<file path="config.mk">
export PLATFORM = sky130hd
export DESIGN_NAME = state_mac_path_driver_flat
export DESIGN_NICKNAME = d
export VERILOG_FILES = /design/src/rtl/state_mac_path_driver_if.sv /design/src/rtl/state_mac_path_driver.sv /design/src/flat_wrapper.sv
export SDC_FILE = /design/constraint.sdc
export NUM_CORES = 1
export LEC_CHECK = 0
export BUFFER_PORTS_ARGS = -buffer_cell sky130_fd_sc_hd__buf_4
export CAP_MARGIN = 5
export CORE_AREA = 4 4 44 56
export DETAILED_ROUTE_END_ITERATION = 8
export DIE_AREA = 0 0 48 60
export PLACE_DENSITY = 0.73
export SLEW_MARGIN = 10
export SYNTH_ARGS = -nofsm -noshare
export SYNTH_HDL_FRONTEND = slang
export SYNTH_SLANG_ARGS = --single-unit
</file>
<file path="constraint.sdc">
create_clock -name i_clk -period 2.36 [get_ports i_clk]
set_input_delay 0.236 -clock i_clk [delete_from_list [all_inputs] [get_ports i_clk]]
set_output_delay 0.236 -clock i_clk [all_outputs]
set_load 0.02 [all_outputs]
</file>
<file path="src/rtl/state_mac_path_driver_if.sv">
// Handshake bundle between the path driver and whoever requests runs.
// The DUT side uses the slave modport; the requester (and i_sta feedback source) uses master.
interface state_mac_path_driver_if;
  logic       i_start;
  logic [2:0] i_target;
  logic [2:0] i_sta;
  logic       o_x;
  logic       o_y;
  logic       o_busy;
  logic       o_done;
  logic       o_err;
  logic [3:0] o_steps;

  modport master (
    output i_start, i_target, i_sta,
    input  o_x, o_y, o_busy, o_done, o_err, o_steps
  );

  modport slave (
    input  i_start, i_target, i_sta,
    output o_x, o_y, o_busy, o_done, o_err, o_steps
  );
endinterface

</file>
<file path="src/rtl/state_mac_path_driver.sv">
// Walks the 8-state x/y controller to a requested target along the shortest path,
// issuing one registered x/y pulse per hop and checking the controller's reply.
module state_mac_path_driver #(
  parameter int MAX_STEPS = 7
) (
  input  logic                          i_clk,
  input  logic                          i_rst_n,
  state_mac_path_driver_if.slave        bus
);

  localparam logic [2:0] ST_A = 3'd0;
  localparam logic [2:0] ST_B = 3'd1;
  localparam logic [2:0] ST_C = 3'd2;
  localparam logic [2:0] ST_D = 3'd3;
  localparam logic [2:0] ST_E = 3'd4;
  localparam logic [2:0] ST_F = 3'd5;
  localparam logic [2:0] ST_G = 3'd6;
  localparam logic [2:0] ST_H = 3'd7;
  localparam logic [3:0] MAX_STEPS_W = 4'(MAX_STEPS);

  typedef enum logic [2:0] {IDLE, DRIVE, CHECK, DONE, ERR} state_t;

  state_t     state_q, state_d;
  logic       x_q, x_d;
  logic       y_q, y_d;
  logic       done_q, done_d;
  logic       err_q, err_d;
  logic [3:0] steps_q, steps_d;
  logic [2:0] target_q, target_d;
  logic [2:0] expected_q, expected_d;
  logic [1:0] hop;

  // Controller transition table; unlisted input combinations hold.
  function automatic logic [2:0] model_next(input logic [2:0] cur, input logic [1:0] xy);
    logic x;
    logic y;
    x = xy[1];
    y = xy[0];
    model_next = cur;
    case (cur)
      ST_A: if (x) model_next = ST_B; else if (y) model_next = ST_E;
      ST_B: if (x) model_next = ST_D;
      ST_C: if (x) model_next = ST_A; else if (y) model_next = ST_G;
      ST_D: if (x) model_next = ST_C;
      ST_E: if (x | y) model_next = ST_F;
      ST_F: if (x | y) model_next = ST_B;
      ST_G: if (x | y) model_next = ST_H;
      ST_H: if (x | y) model_next = ST_D;
      default: model_next = cur;
    endcase
  endfunction

  // Only A and C branch; the y branch wins when it leads into the target's side of the ring.
  function automatic logic [1:0] hop_sel(input logic [2:0] cur, input logic [2:0] tgt);
    if (cur == ST_A && (tgt == ST_E || tgt == ST_F))
      hop_sel = 2'b01;
    else if (cur == ST_C && (tgt == ST_G || tgt == ST_H))
      hop_sel = 2'b01;
    else
      hop_sel = 2'b10;
  endfunction

  always_comb begin
    state_d    = state_q;
    x_d        = 1'b0;
    y_d        = 1'b0;
    done_d     = done_q;
    err_d      = err_q;
    steps_d    = steps_q;
    target_d   = target_q;
    expected_d = expected_q;
    hop        = 2'b00;
    case (state_q)
      IDLE, DONE, ERR: begin
        if (bus.i_start) begin
          target_d = bus.i_target;
          done_d   = 1'b0;
          err_d    = 1'b0;
          steps_d  = 4'd0;
          if (bus.i_sta == bus.i_target) begin
            state_d = DONE;
            done_d  = 1'b1;
          end else begin
            hop        = hop_sel(bus.i_sta, bus.i_target);
            {x_d, y_d} = hop;
            expected_d = model_next(bus.i_sta, hop);
            steps_d    = 4'd1;
            state_d    = DRIVE;
          end
        end
      end
      DRIVE: state_d = CHECK;
      CHECK: begin
        if (bus.i_sta != expected_q) begin
          state_d = ERR;
          err_d   = 1'b1;
        end else if (bus.i_sta == target_q) begin
          state_d = DONE;
          done_d  = 1'b1;
        end else if (steps_q == MAX_STEPS_W) begin
          state_d = ERR;
          err_d   = 1'b1;
        end else begin
          hop        = hop_sel(bus.i_sta, target_q);
          {x_d, y_d} = hop;
          expected_d = model_next(bus.i_sta, hop);
          steps_d    = steps_q + 4'd1;
          state_d    = DRIVE;
        end
      end
      default: state_d = IDLE;
    endcase
  end

  // Control and output register stage
  always_ff @(posedge i_clk or negedge i_rst_n) begin
    if (!i_rst_n) begin
      state_q <= IDLE;
      x_q     <= 1'b0;
      y_q     <= 1'b0;
      done_q  <= 1'b0;
      err_q   <= 1'b0;
      steps_q <= 4'd0;
    end else begin
      state_q <= state_d;
      x_q     <= x_d;
      y_q     <= y_d;
      done_q  <= done_d;
      err_q   <= err_d;
      steps_q <= steps_d;
    end
  end

  // Run data; only read after being loaded by an accepted start
  always_ff @(posedge i_clk) begin
    target_q   <= target_d;
    expected_q <= expected_d;
  end

  assign bus.o_x     = x_q;
  assign bus.o_y     = y_q;
  assign bus.o_busy  = (state_q == DRIVE) || (state_q == CHECK);
  assign bus.o_done  = done_q;
  assign bus.o_err   = err_q;
  assign bus.o_steps = steps_q;

endmodule

</file>
<file path="src/flat_wrapper.sv">
// flat-port wrapper written by rule: the top's interface ports become plain ports
module state_mac_path_driver_flat 
#(
  parameter int MAX_STEPS = 7
)
  (i_clk, i_rst_n, bus_i_start, bus_i_target, bus_i_sta, bus_o_x, bus_o_y, bus_o_busy, bus_o_done, bus_o_err, bus_o_steps);
  state_mac_path_driver_if bus_i ();
  input  logic i_clk;
  input  logic i_rst_n;
  input wire logic [$bits(bus_i.i_start)-1:0] bus_i_start;
  input wire logic [$bits(bus_i.i_target)-1:0] bus_i_target;
  input wire logic [$bits(bus_i.i_sta)-1:0] bus_i_sta;
  output wire logic [$bits(bus_i.o_x)-1:0] bus_o_x;
  output wire logic [$bits(bus_i.o_y)-1:0] bus_o_y;
  output wire logic [$bits(bus_i.o_busy)-1:0] bus_o_busy;
  output wire logic [$bits(bus_i.o_done)-1:0] bus_o_done;
  output wire logic [$bits(bus_i.o_err)-1:0] bus_o_err;
  output wire logic [$bits(bus_i.o_steps)-1:0] bus_o_steps;
  assign bus_i.i_start = bus_i_start;
  assign bus_i.i_target = bus_i_target;
  assign bus_i.i_sta = bus_i_sta;
  assign bus_o_x = bus_i.o_x;
  assign bus_o_y = bus_i.o_y;
  assign bus_o_busy = bus_i.o_busy;
  assign bus_o_done = bus_i.o_done;
  assign bus_o_err = bus_i.o_err;
  assign bus_o_steps = bus_i.o_steps;
  state_mac_path_driver #(.MAX_STEPS(MAX_STEPS)) u_core (.i_clk(i_clk), .i_rst_n(i_rst_n), .bus(bus_i));
endmodule
</file>
; ---- After elaboration in Yosys (flattened, before gate mapping)
; Cells that the tools add are included.
[classes]
n_eq_ne = 31
bitwise_logic = 2
n_reduce_logical = 18
n_mux = 73
add_sub_neg = 1
[op_table]
columns = operator, n
row1 = 2-to-1 mux 3 bit, 29
row2 = one-hot mux 3 bit (8 select lines), 2
row3 = "equality test 3 bit, second input constant", 13
row4 = 2-to-1 mux 2 bit, 12
row5 = 2-to-1 mux 1 bit, 19
row6 = 2-to-1 mux 4 bit, 4
row7 = "equality test 3 x 2 -> 1 bit, second input constant", 4
row8 = "inequality test 2 bit, second input constant", 5
row9 = one-hot mux 3 bit (3 select lines), 1
row10 = one-hot mux 1 bit (2 select lines), 4
row11 = one-hot mux 4 bit (2 select lines), 1
row12 = AND reduction 4 bit, 2
row13 = "equality test 3 x 1 -> 1 bit, second input constant", 2
row14 = equality test 3 bit, 2
row15 = logical NOT 3 bit, 2
row16 = one-hot mux 3 bit (2 select lines), 1
row17 = AND reduction 6 bit, 1
row18 = logical OR 1 bit, 5
row19 = AND reduction 5 bit, 1
row20 = "adder 4 x 1 -> 4 bit, second input constant", 1
row21 = "equality test 4 x 3 -> 1 bit, second input constant", 1
row22 = logical AND 1 bit, 4
row23 = "inequality test 3 x 1 -> 1 bit, second input constant", 1
row24 = "inequality test 3 x 2 -> 1 bit, second input constant", 1
row25 = other kinds (6), 7
[totals]
reg_bits = 17
word_cells = 133
in_bits = 9
out_inout_bits = 9

; ---- Longest topological paths before layout
; Gate-level depths: netlist of the first run.
[depth]
depth_word = 16
ltp_mapped = 7
mapped_depth_nobuf = 6

; ---- Least setup slack after synthesis of the first run
; OpenSTA, ideal clock, no wires.
[synth_path]
kind = register to register
from = register u_core.state_q[0]
to = register u_core.expected_q[1], data pin
path_stages_with_launch = 7
slack_ps = 618
setup_ps = 256
t_required_ps = 2104
path_buffers = 2
synth_period_minus_slack_ps = 1742
t_arrival_ps = 1486
path_cell_list = dfrtp_1 -> buf_2 -> or3b_2 -> buf_1 -> a31oi_1 -> o21ai_0 -> a22o_1
[synth_via]
elab_chain_cells = 3
elab_cells_between_ends = 6
cone_classes = eq/ne: 3 / mux: 1 / reduce/logical: 2
[synth_rtl]
columns = element, line
row1 = "start, declared", state_mac_path_driver.sv:23  ; state_t state_q, state_d;
row2 = "start signal, assigned", state_mac_path_driver.sv:125  ; state_q <= state_d;
row3 = equality test 3 x 2 -> 1 bit (tied with other cells), state_mac_path_driver.sv:73  ; case (state_q)
row4 = OR reduction 3 bit, state_mac_path_driver.sv:73
row5 = one-hot mux 3 bit (2 select lines) *, state_mac_path_driver.sv:73
row6 = net u_core.expected_d[1], state_mac_path_driver.sv:30  ; logic [2:0] expected_q, expected_d;
row7 = "end signal, assigned", state_mac_path_driver.sv:137  ; expected_q <= expected_d;
row8 = "end, declared", state_mac_path_driver.sv:30
; Mark *: on every way through the listed nets, which the timed path passes. The rest lies on a longest branch.
; A chain may end at the register's enable or synchronous reset.

; ---- Final worst setup path of the first run
[layout_path]
from = register u_core.state_q[1]
to = register u_core.expected_q[0] (enable)
[layout_via]
elab_chain_cells = 4
elab_cells_between_ends = 12
cone_classes = eq/ne: 8 / reduce/logical: 4
[layout_rtl]
columns = element, line
row1 = equality test 3 x 2 -> 1 bit (tied with other cells), state_mac_path_driver.sv:73
row2 = OR reduction 3 bit, state_mac_path_driver.sv:73
row3 = inequality test 2 bit (no source line) or nonzero test 2 bit (tied branches), -
row4 = AND reduction 6 bit (no source line) *, -
; Every way passes the cells marked *; elsewhere a longest branch is shown, timed or not.

==> results of run 1 <==
where the power goes:
| part | switching (mW) | leakage, nW | internal, mW |
|---|---|---|---|
| Sequential | 0.0804 | 0.200 | 0.409 |
| Clock | 0.0896 | 0.0177 | 0.0631 |
| Combinational | 0.330 | 0.306 | 0.270 |
| Total | 0.501 | 0.523 | 0.742 |
flip-flops by register name, indices dropped and copies added, names as in the netlist:
signal and flops:
u_core.bus.o_done 1, u_core.target_q 3, u_core.bus.o_err 1, u_core.expected_q 3
u_core.state_q 3, u_core.bus.o_y 1, u_core.bus.o_steps 4, u_core.bus.o_x 1
layer usage:
metal | vias to the layer above | share of wire | wire [um]
met4 | 0 | 0.018 | 36
met3 | 5 | 0.038 | 75
met2 | 17 | 0.53 | 1040
met5 | - | 0 | 0
met1 | 373 | 0.41 | 811
li1 | 386 | - | -
worst register-to-register path, cell delays in order (launching register included):
cell and delay [ns]:
dfrtp_1 0.48, nor3b_2 0.46, o21a_1 0.25, or2_4 0.15
o211a_1 0.22
area by class of cell:
type	instances	area, um2	share of cell area
timing repair buffer	18	138	0.119
tap	20	25.0	0.0217
sequential	17	455	0.395
clock inverter	1	5.00	0.00434
clock buffer	3	22.5	0.0195
multi-input combinational	74	499	0.433
inverter	2	7.51	0.00651
path summary, 6_finish.rpt:
check / to / slack, ns / cells past startpoint
setup / recovery: u_core.expected_q[0] / 0.50 / 4
hold / removal: u_core.target_q[0] / 0.13 / 1
setup reg to reg: u_core.expected_q[0] / 0.50 / 4
hold reg to reg: u_core.bus.o_err / 0.49 / 1
max in group asynchronous: u_core.bus.o_err / 1.90 / 2
min in group asynchronous: u_core.state_q[1] / 0.30 / 2
layout by cell type, fill, tap and decap left out, types with 2 or more instances in the layout:
master	count
buf_4	17
dfrtp_1	11
nand3_1	10
nor2_1	8
xnor2_1	7
nand2_1	6
edfxtp_1	6
o21ai_0	5
a22o_1	4
xor2_1	3
and3_1	3
clkbuf_4	3
a31oi_1	2
mux2i_1	2
a21oi_1	2
a21o_1	2
cell usage after synthesis (all sizes together) (2+ instances only):
cell type,instances,area (um2)
dfrtp,11,275
nand3,10,50.1
nor2,8,30.0
o21ai,7,46.3
xnor2,7,61.3
buf,6,28.8
edfxtp,6,180
nand2,6,22.5
a22o,4,35.0
and3,3,18.8
xor2,3,26.3
a21o,2,15.0
a21oi,2,10.0
a31oi,2,12.5
inv,2,7.50
mux2i,2,20.0
nor3,2,15.0
through the flow:
step,hold WS [ns],area (um2),util,instances
floorplan,-0.0596,991,-,99
global placement,0.0770,1110,0.576,130
detailed placement,0.0785,1110,0.576,130
CTS,0.131,1150,0.595,135
global route,0.119,1150,0.595,135
finish,0.130,1150,0.595,135
repair_timing:
item,4_1_cts,5_1_grt
setup endpoints to repair,0,0
hold buffers,1,0
hold endpoints to repair,11,0
cells by family after synthesis:
logic type	after synthesis
AO/OA/AOI/OAI	24
flip-flops	17
adder cells (fa/ha/maj)	1
multiplexers	2
buffers and inverters	8
XOR/XNOR	10
AND/OR/NAND/NOR	37
==> results.yml, run 1 <==
logic_synthesis:
  avgSynthCellArea_um2: 10.0
  synth_area_um2: 991
  yosys.area_share.simple: 0.207
  synth_compound_area_frac: 0.176
  synth-seq-cells: 17
  synthMuxAreaShare: 0.0202
  synth_cells: 99
  synth_fa_ha_area_frac: 0.0126
  synth-main-ff-cell: "dfrtp_1"
  ys_types: 38
  yosysWarnings: 0
  synth_xor_area_frac: 0.0884
  synth_top_family_by_area: "simple AND/OR/NAND/NOR gates"
  syn_nets: 109
  yosysSeqAreaShare: 0.460
  async_flop_share: 0.647
  synth-edff-count: 6
cts:
  cts.clk_slew.worst_paths_ns: 0.10
  cts-root-buf: "clkbuf_4"
  cts_buffers: 3
  cts_setup_buffers: 0
  cts_num_sinks: 17
  insertion_delay_ns: 0.29
  htreeDepth: 1
  cts_tree: "done"
  clk_path_buf_depth: 2
  cts-resized-gates: 0
floorplan:
  core_mm2: 0.00194
  rows: 18
  die-height_um: 60
  ios: 18
  dieWidth_um: 48
  die-area_mm2: 0.00288
  start_util: 0.512
sta:
  setup_ws_ns: 0.499
  drv_slew: 0
  fin_crit_ns: 1.86
  final_hold_viol_count: 0
  slew_headroom: 0.693
  final.setup.tns_ns: 0
  fin_skew_ns: 0.00900
  min_period_over_period: 0.789
  rsz0062_at_grt: "false"
  tightestPinTransition_ns: 0.458
  setup_viol: 0
  max_freq_ghz: 0.537
pwr:
  power_mw: 1.24
  pwr_density_cell_mw_per_mm2: 1080
  peakVddDrop_uv: 606
  power_leakage_nw: 0.523
critical_path:
  critPathKind: "reg2reg"
  cp_cell_sequence: "nor3b_2, o21a_1, or2_4, o211a_1"
  slowest_stage: "dfrtp_1"
  crit_start: "u_core.state_q[1]"
  cp-start-kind: "flop"
  endpoint_kind: "flop"
  path_delay_family: "simple AND/OR/NAND/NOR gates"
  arrival_ns: 1.86
  worstPathRequired_ns: 2.36
  worstReg2RegStart: "u_core.state_q[1]"
  critPathBufInv: 0
  max_stage_delay_ns: 0.48
  crit_fanout: 8
global_routing:
  grt_use_total: 0.160
  grt.met3_usage: 0.0271
  busiest_layer: "met2"
  grtUsageMet2: 0.268
  antenna_found_initial: 0
  grt_max_degree: 12
  grt_pass1_wl_um: 3350
  gr-usage-met1: 0.195
  grt_pass1_vias: 805
  globalRouteOverflowTotal: 0
finish:
  drive_above_1_share: 0.243
  fin_nets: 126
  diodes: 0
  fillCellCount: 175
  synthToLayoutAreaGrowth_pct: 16.3
placed_design:
  dp_slack_ns: 0.531
  place_congestion: 0.808
  portBuffers: 17
  detailedPlacementHpwl_um: 1590
detailed_routing:
  drt_iter0_markers: 17
  via_per_inst: 5.79
  vias: 781
  antenna_left: 0
  routedWlPerCell_um: 14.6
  drt_wl_total_um: 1970
  drc_errors: 0
  firstDrtPassIters: 4
flow_run:
  cap_violations: 0
hold_path:
  hp-start: "bus_i_target[0]"
  hp-class: "in2reg"
run_status:
  status: "finished, final reports clean"
Note: power is estimated with default switching activity, not from simulation.
==> run 2, diff against run 1 <==
- ABC_AREA: default -> 1
- CORE_AREA: 4 4 44 56 -> 4 4 46 58
- DIE_AREA: 0 0 48 60 -> 0 0 50 62
- PLACE_DENSITY: 0.73 -> 0.75
- clock period: 2.36 -> 1.9 ns (I/O delays scaled with it)
==> run 2 against run 1 <==
Net effect: clock skew decreased by 0.0032 ns; cell count up 53%; synthesized cell count up 55%; count of clock-buffer cells in the layout did not move; clock power is 28% higher; sequential share of layout area is 5.4 points lower; routed wire length up 26%; cell area is 16% higher; hold slack worse by 0.047 ns; core utilization grew 2.3 points; first-iteration DRC count rose to 3.2 times the previous value; sequential power increased by 26%; critical path type is now reg2out.
==> results.yml, run 2 <==
run_status:
  status: "finished, final reports clean"
sta:
  setup_viol: 0
  rsz0062_at_grt: "false"
  tightestPinTransition_ns: 0.269
  max_freq_ghz: 0.605
  final_hold_viol_count: 0
  final.setup.tns_ns: 0
  slew_headroom: 0.820
  fin_skew_ns: 0.00578
  min_period_over_period: 0.869
  fin_crit_ns: 1.65
  drv_slew: 0
logic_synthesis:
  synth.most_common_cell: "nand2_1"
  async_flop_share: 0.647
  synth-seq-cells: 17
  synth_top_cell_area_share: 0.243
  yosys-top-cells-area: "dfrtp_1, nand2_1, edfxtp_1"
  ys_types: 26
  synth_area_mm2: 0.00113
  avgSynthCellArea_um2: 7.40
  syn_nets: 163
  yosysWarnings: 0
  synth-main-ff-cell: "dfrtp_1"
  synth_area_leader_cell: "dfrtp_1"
  yosysSeqAreaShare: 0.402
  synth_cells: 153
  synth-edff-count: 6
  ys_top_cells_by_count: "nand2_1, inv_1, nand3_1"
global_routing:
  grt_max_degree: 12
  grt_pass1_vias: 1011
  grt_use_total: 0.181
  globalRouteOverflowTotal: 0
  antenna_found_initial: 0
  grt_pass1_wl_um: 4220
critical_path:
  worstPathRequired_ns: 1.71
  r2r_cells: 7
  r2r_end: "u_core.expected_q[2]"
  crit_fanout: 9
  worstReg2RegStart: "u_core.state_q[0]"
  endpoint_kind: "output port"
  cp-start-kind: "flop"
  critPathKind: "reg2out"
  arrival_ns: 1.46
  r2r_setup_slack_ns: 0.26
placed_design:
  portBuffers: 17
  detailedPlacementHpwl_um: 1970
  dp_cells: 201
  place_congestion: 0.910
cts:
  htreeDepth: 1
  cts_setup_buffers: 0
  cts_buffers: 3
  cts.clk_slew.worst_paths_ns: 0.10
  cts_num_sinks: 17
  cts_tree: "done"
  cts-root-buf: "clkbuf_4"
  insertion_delay_ns: 0.29
  clk_path_buf_depth: 2
floorplan:
  die-area_mm2: 0.00310
  ios: 18
  die-height_um: 62
  dieWidth_um: 50
  rows: 19
  start_util: 0.523
  core_mm2: 0.00216
detailed_routing:
  antenna_left: 0
  firstDrtPassIters: 4
  via_per_inst: 5.05
  routedWlPerCell_um: 12.1
  drt_iter0_markers: 54
  drc_errors: 0
  vias: 1041
  drt_wl_total_um: 2480
finish:
  layout_commonest_cell: "nand2_1"
  drive_above_1_share: 0.229
  largest_register_ffs: 4
  fin_nets: 186
  synthToLayoutAreaGrowth_pct: 18.0
  stdcell_count: 206
  mostFrequentLayoutCells: "nand2_1, inv_1, buf_4"
  diodes: 0
pwr:
  comb_power_share: 0.528
  swShare: 0.460
  pwr_density_cell_mw_per_mm2: 1290
  power.internal_uw: 930
  power_leakage_nw: 0.712
  power_frac_seq: 0.358
  switchingPower_uw: 791
  power_frac_clock: 0.114
  peakVddDrop_uv: 812
hold_path:
  hold-path-endpoint: "u_core.target_q[0]"
  whs_path_depth: 1
  hp-start: "bus_i_target[0]"
  hp-class: "in2reg"
flow_run:
  cap_violations: 0
run 2: cell types whose count changed after synthesis, moves of 5 or more:
cell     delta
nand2_1    +53
inv_1      +18
nand3_1     +6
nand4_1     +6
buf_2       -5
o21ai_0     -5
xnor2_1     -5
run 2: metrics by stage:
step	util	worst slack (ns)	instance area (um2)	total power, mW	hold slack (ns)
floorplan	-	0.308	1130	1.26	-0.106
global placement	0.600	0.346	1300	1.49	0.0290
detailed placement	0.600	0.282	1300	1.53	0.0320
CTS	0.618	0.246	1340	1.73	0.0760
global route	0.618	0.108	1340	1.87	0.0753
finish	0.618	0.248	1340	1.72	0.0828
run 2: layout make-up:
class / count / area, um2
clock inverters: 1 / 5.00
flip-flops and latches: 17 / 455
multi-input cells: 112 / 584
inverters: 24 / 92.6
fillers: 206 / 827
clock buffers: 3 / 22.5
well taps: 31 / 38.8
repair buffers: 18 / 138
run 2: power by group through the flow:
stage               sequential, mW  clock [mW]  combinational (mW)
finish                       0.615       0.196               0.909
global route                 0.632       0.220                1.02
CTS                          0.614       0.206               0.914
detailed placement           0.621           0               0.907
global placement             0.613           0               0.880
floorplan                    0.670           0               0.595
run 2: logic make-up after synthesis:
| kind of cell | count (synthesis) | synth area share |
|---|---|---|
| buffers and inverters | 24 | 0.0818 |
| XOR/XNOR | 2 | 0.0155 |
| AND/OR/NAND/NOR | 103 | 0.448 |
| AO/OA/AOI/OAI | 6 | 0.0420 |
| flip-flops | 17 | 0.402 |
| adder cells (fa/ha/maj) | 1 | 0.0110 |
run 2: worst max-delay path, cell delays in order, from the launching register on:
cell and delay, ns:
dfrtp_1 0.46, nand3_4 0.18, inv_4 0.09, or2_2 0.28, buf_4 0.16
run 2: how the worst max path moves through the flow:
| stage | from | end | slack, ns | cells past startpoint |
|---|---|---|---|---|
| 2_1_floorplan | u_core.bus.o_steps[0] | u_core.expected_q[0] | 0.31 | 6 |
| 3_5_place_dp | u_core.state_q[0] | u_core.expected_q[2] | 0.28 | 7 |
| 4_1_cts | u_core.state_q[1] | bus_o_busy | 0.25 | 4 |
| 5_1_grt | u_core.state_q[0] | u_core.expected_q[2] | 0.11 | 7 |
| 3_3_place_gp | u_core.state_q[0] | u_core.expected_q[2] | 0.35 | 7 |
| 6_report | u_core.state_q[1] | bus_o_busy | 0.25 | 4 |
run 2: routing by layer:
layer | wire [um] | track usage
met3 | 88 | 0.0334
met1 | 1080 | 0.199
met2 | 1270 | 0.326
met5 | 0 | 0
met4 | 44 | 0.111
run 2: repair_timing:
item,4_1_cts,5_1_grt
hold endpoints to repair,11,0
hold buffers,1,0
resized for setup,0,0
endpoints found under the setup margin,0,0
==> run 3, diff against run 2 <==
- GPL_TIMING_DRIVEN: default -> 0
- SETUP_SLACK_MARGIN: default -> 0.3
==> run 3 against run 2 <==
Net effect: first-iteration DRC count shrank 48%; global-route usage grew 0.79 points; sequential power grew 0.8%; clock skew shrank 0.0016 ns.
==> results.yml, run 3 (synthesized netlist as in run 2, its figures left out) <==
finish:
  layout_commonest_cell: "nand2_1"
  synthToLayoutAreaGrowth_pct: 26.5
  fin_nets: 194
  fin_area_mm2: 0.00143
  post-route-util: 0.662
  drive_above_1_share: 0.301
  stdcell_count: 214
  fillCellCount: 188
  diodes: 0
  mostFrequentLayoutCells: "nand2_1, buf_4, inv_1"
  largest_register_ffs: 4
sta:
  rsz0062_at_grt: "false"
  max_freq_ghz: 0.648
  final_hold_viol_count: 0
  hold-worst-slack_ns: 0.0815
  tightestPinTransition_ns: 0.314
  fin_skew_ns: 0.00416
  setup_ws_ns: 0.356
  drv_slew: 0
  setup_viol: 0
  final.setup.tns_ns: 0
  fin_crit_ns: 1.54
  min_period_over_period: 0.813
  slew_headroom: 0.790
detailed_routing:
  routedWlPerCell_um: 12.0
  firstDrtPassIters: 4
  vias: 1091
  antenna_left: 0
  drt_wl_total_um: 2570
  drc_errors: 0
  via_per_inst: 5.10
  drt_iter0_markers: 28
cts:
  cts_buffers: 3
  cts.clk_slew.worst_paths_ns: 0.10
  insertion_delay_ns: 0.29
  cts_num_sinks: 17
  htreeDepth: 1
  clk_path_buf_depth: 2
  cts-root-buf: "clkbuf_4"
  cts_tree: "done"
global_routing:
  grt_pass1_wl_um: 4390
  grt_max_degree: 12
  antenna_found_initial: 0
  globalRouteOverflowTotal: 0
  grt_pass1_vias: 984
  grt_use_total: 0.189
run_status:
  status: "finished, final reports clean"
placed_design:
  place_congestion: 0.855
  dp_slack_ns: 0.251
  dp_cells: 201
  portBuffers: 17
  detailedPlacementHpwl_um: 1960
  dpl_cell_area_mm2: 0.00130
critical_path:
  critPathKind: "reg2out"
  cp-start-kind: "flop"
  arrival_ns: 1.35
  crit_fanout: 9
  slowest_stage: "dfrtp_2"
  worstPathRequired_ns: 1.71
  endpoint_kind: "output port"
  cp_cell_sequence: "nand3_4, inv_6, or2_2, buf_6"
  max_stage_delay_ns: 0.46
floorplan:
  start_util: 0.523
  ios: 18
  dieWidth_um: 50
  die-area_mm2: 0.00310
  die-height_um: 62
  rows: 19
  core_mm2: 0.00216
pwr:
  power_mw: 1.91
  power_leakage_nw: 0.757
  peakVddDrop_uv: 895
  pwr_density_cell_mw_per_mm2: 1330
flow_run:
  cap_violations: 0
hold_path:
  hp-class: "in2reg"
## run 3: power breakdown
part / switching [mW] / leakage (nW) / internal, mW
combinational: 0.640 / 0.544 / 0.453
sequential: 0.0936 / 0.198 / 0.526
clock: 0.112 / 0.0150 / 0.0817
total: 0.845 / 0.757 / 1.06
## run 3: final cells by class
type	count	area [um2]	share of cell area
timing repair buffer	26	201	0.141
tap	31	38.8	0.0271
sequential	17	458	0.320
clock buffer	4	26.3	0.0183
multi-input combinational	112	613	0.428
inverter	24	95.1	0.0664
## run 3: worst paths after layout
path                                    from  slack [ns]  depth (start not counted)               endpoint
max                        u_core.state_q[1]        0.36                          4             bus_o_busy
min                          bus_i_target[1]        0.08                          1     u_core.target_q[1]
max reg2reg                u_core.state_q[2]        0.42                          6   u_core.expected_q[1]
min reg2reg                 u_core.bus.o_err        0.50                          2       u_core.bus.o_err
max in group asynchronous            i_rst_n        1.49                          2  u_core.bus.o_steps[0]
min in group asynchronous            i_rst_n        0.25                          2      u_core.state_q[2]
## run 3: repair_timing
action                                  in CTS  in global routing
endpoints found under the setup margin       4                  4
hold endpoints to repair                    11                  0
buffers inserted                             2                  6
hold buffers                                 1                  0
pin swaps                                    1                  3
gates resized for setup                      2                 10
## run 3: critical path, delay by kind of cell (launching register included)
family | cells | cell delay, ns
and+or+nand+nor | 2 | 0.40
DFF | 1 | 0.46
buffers and inverters | 2 | 0.20
## run 3: routing by layer
metal | track usage | share of wire | vias up | wire length (um)
li1 | - | - | 549 | -
met1 | 0.243 | 0.44 | 504 | 1120
met2 | 0.317 | 0.50 | 29 | 1290
met3 | 0.0215 | 0.039 | 9 | 100
met4 | 0.0949 | 0.021 | 0 | 54
met5 | 0 | 0 | - | 0
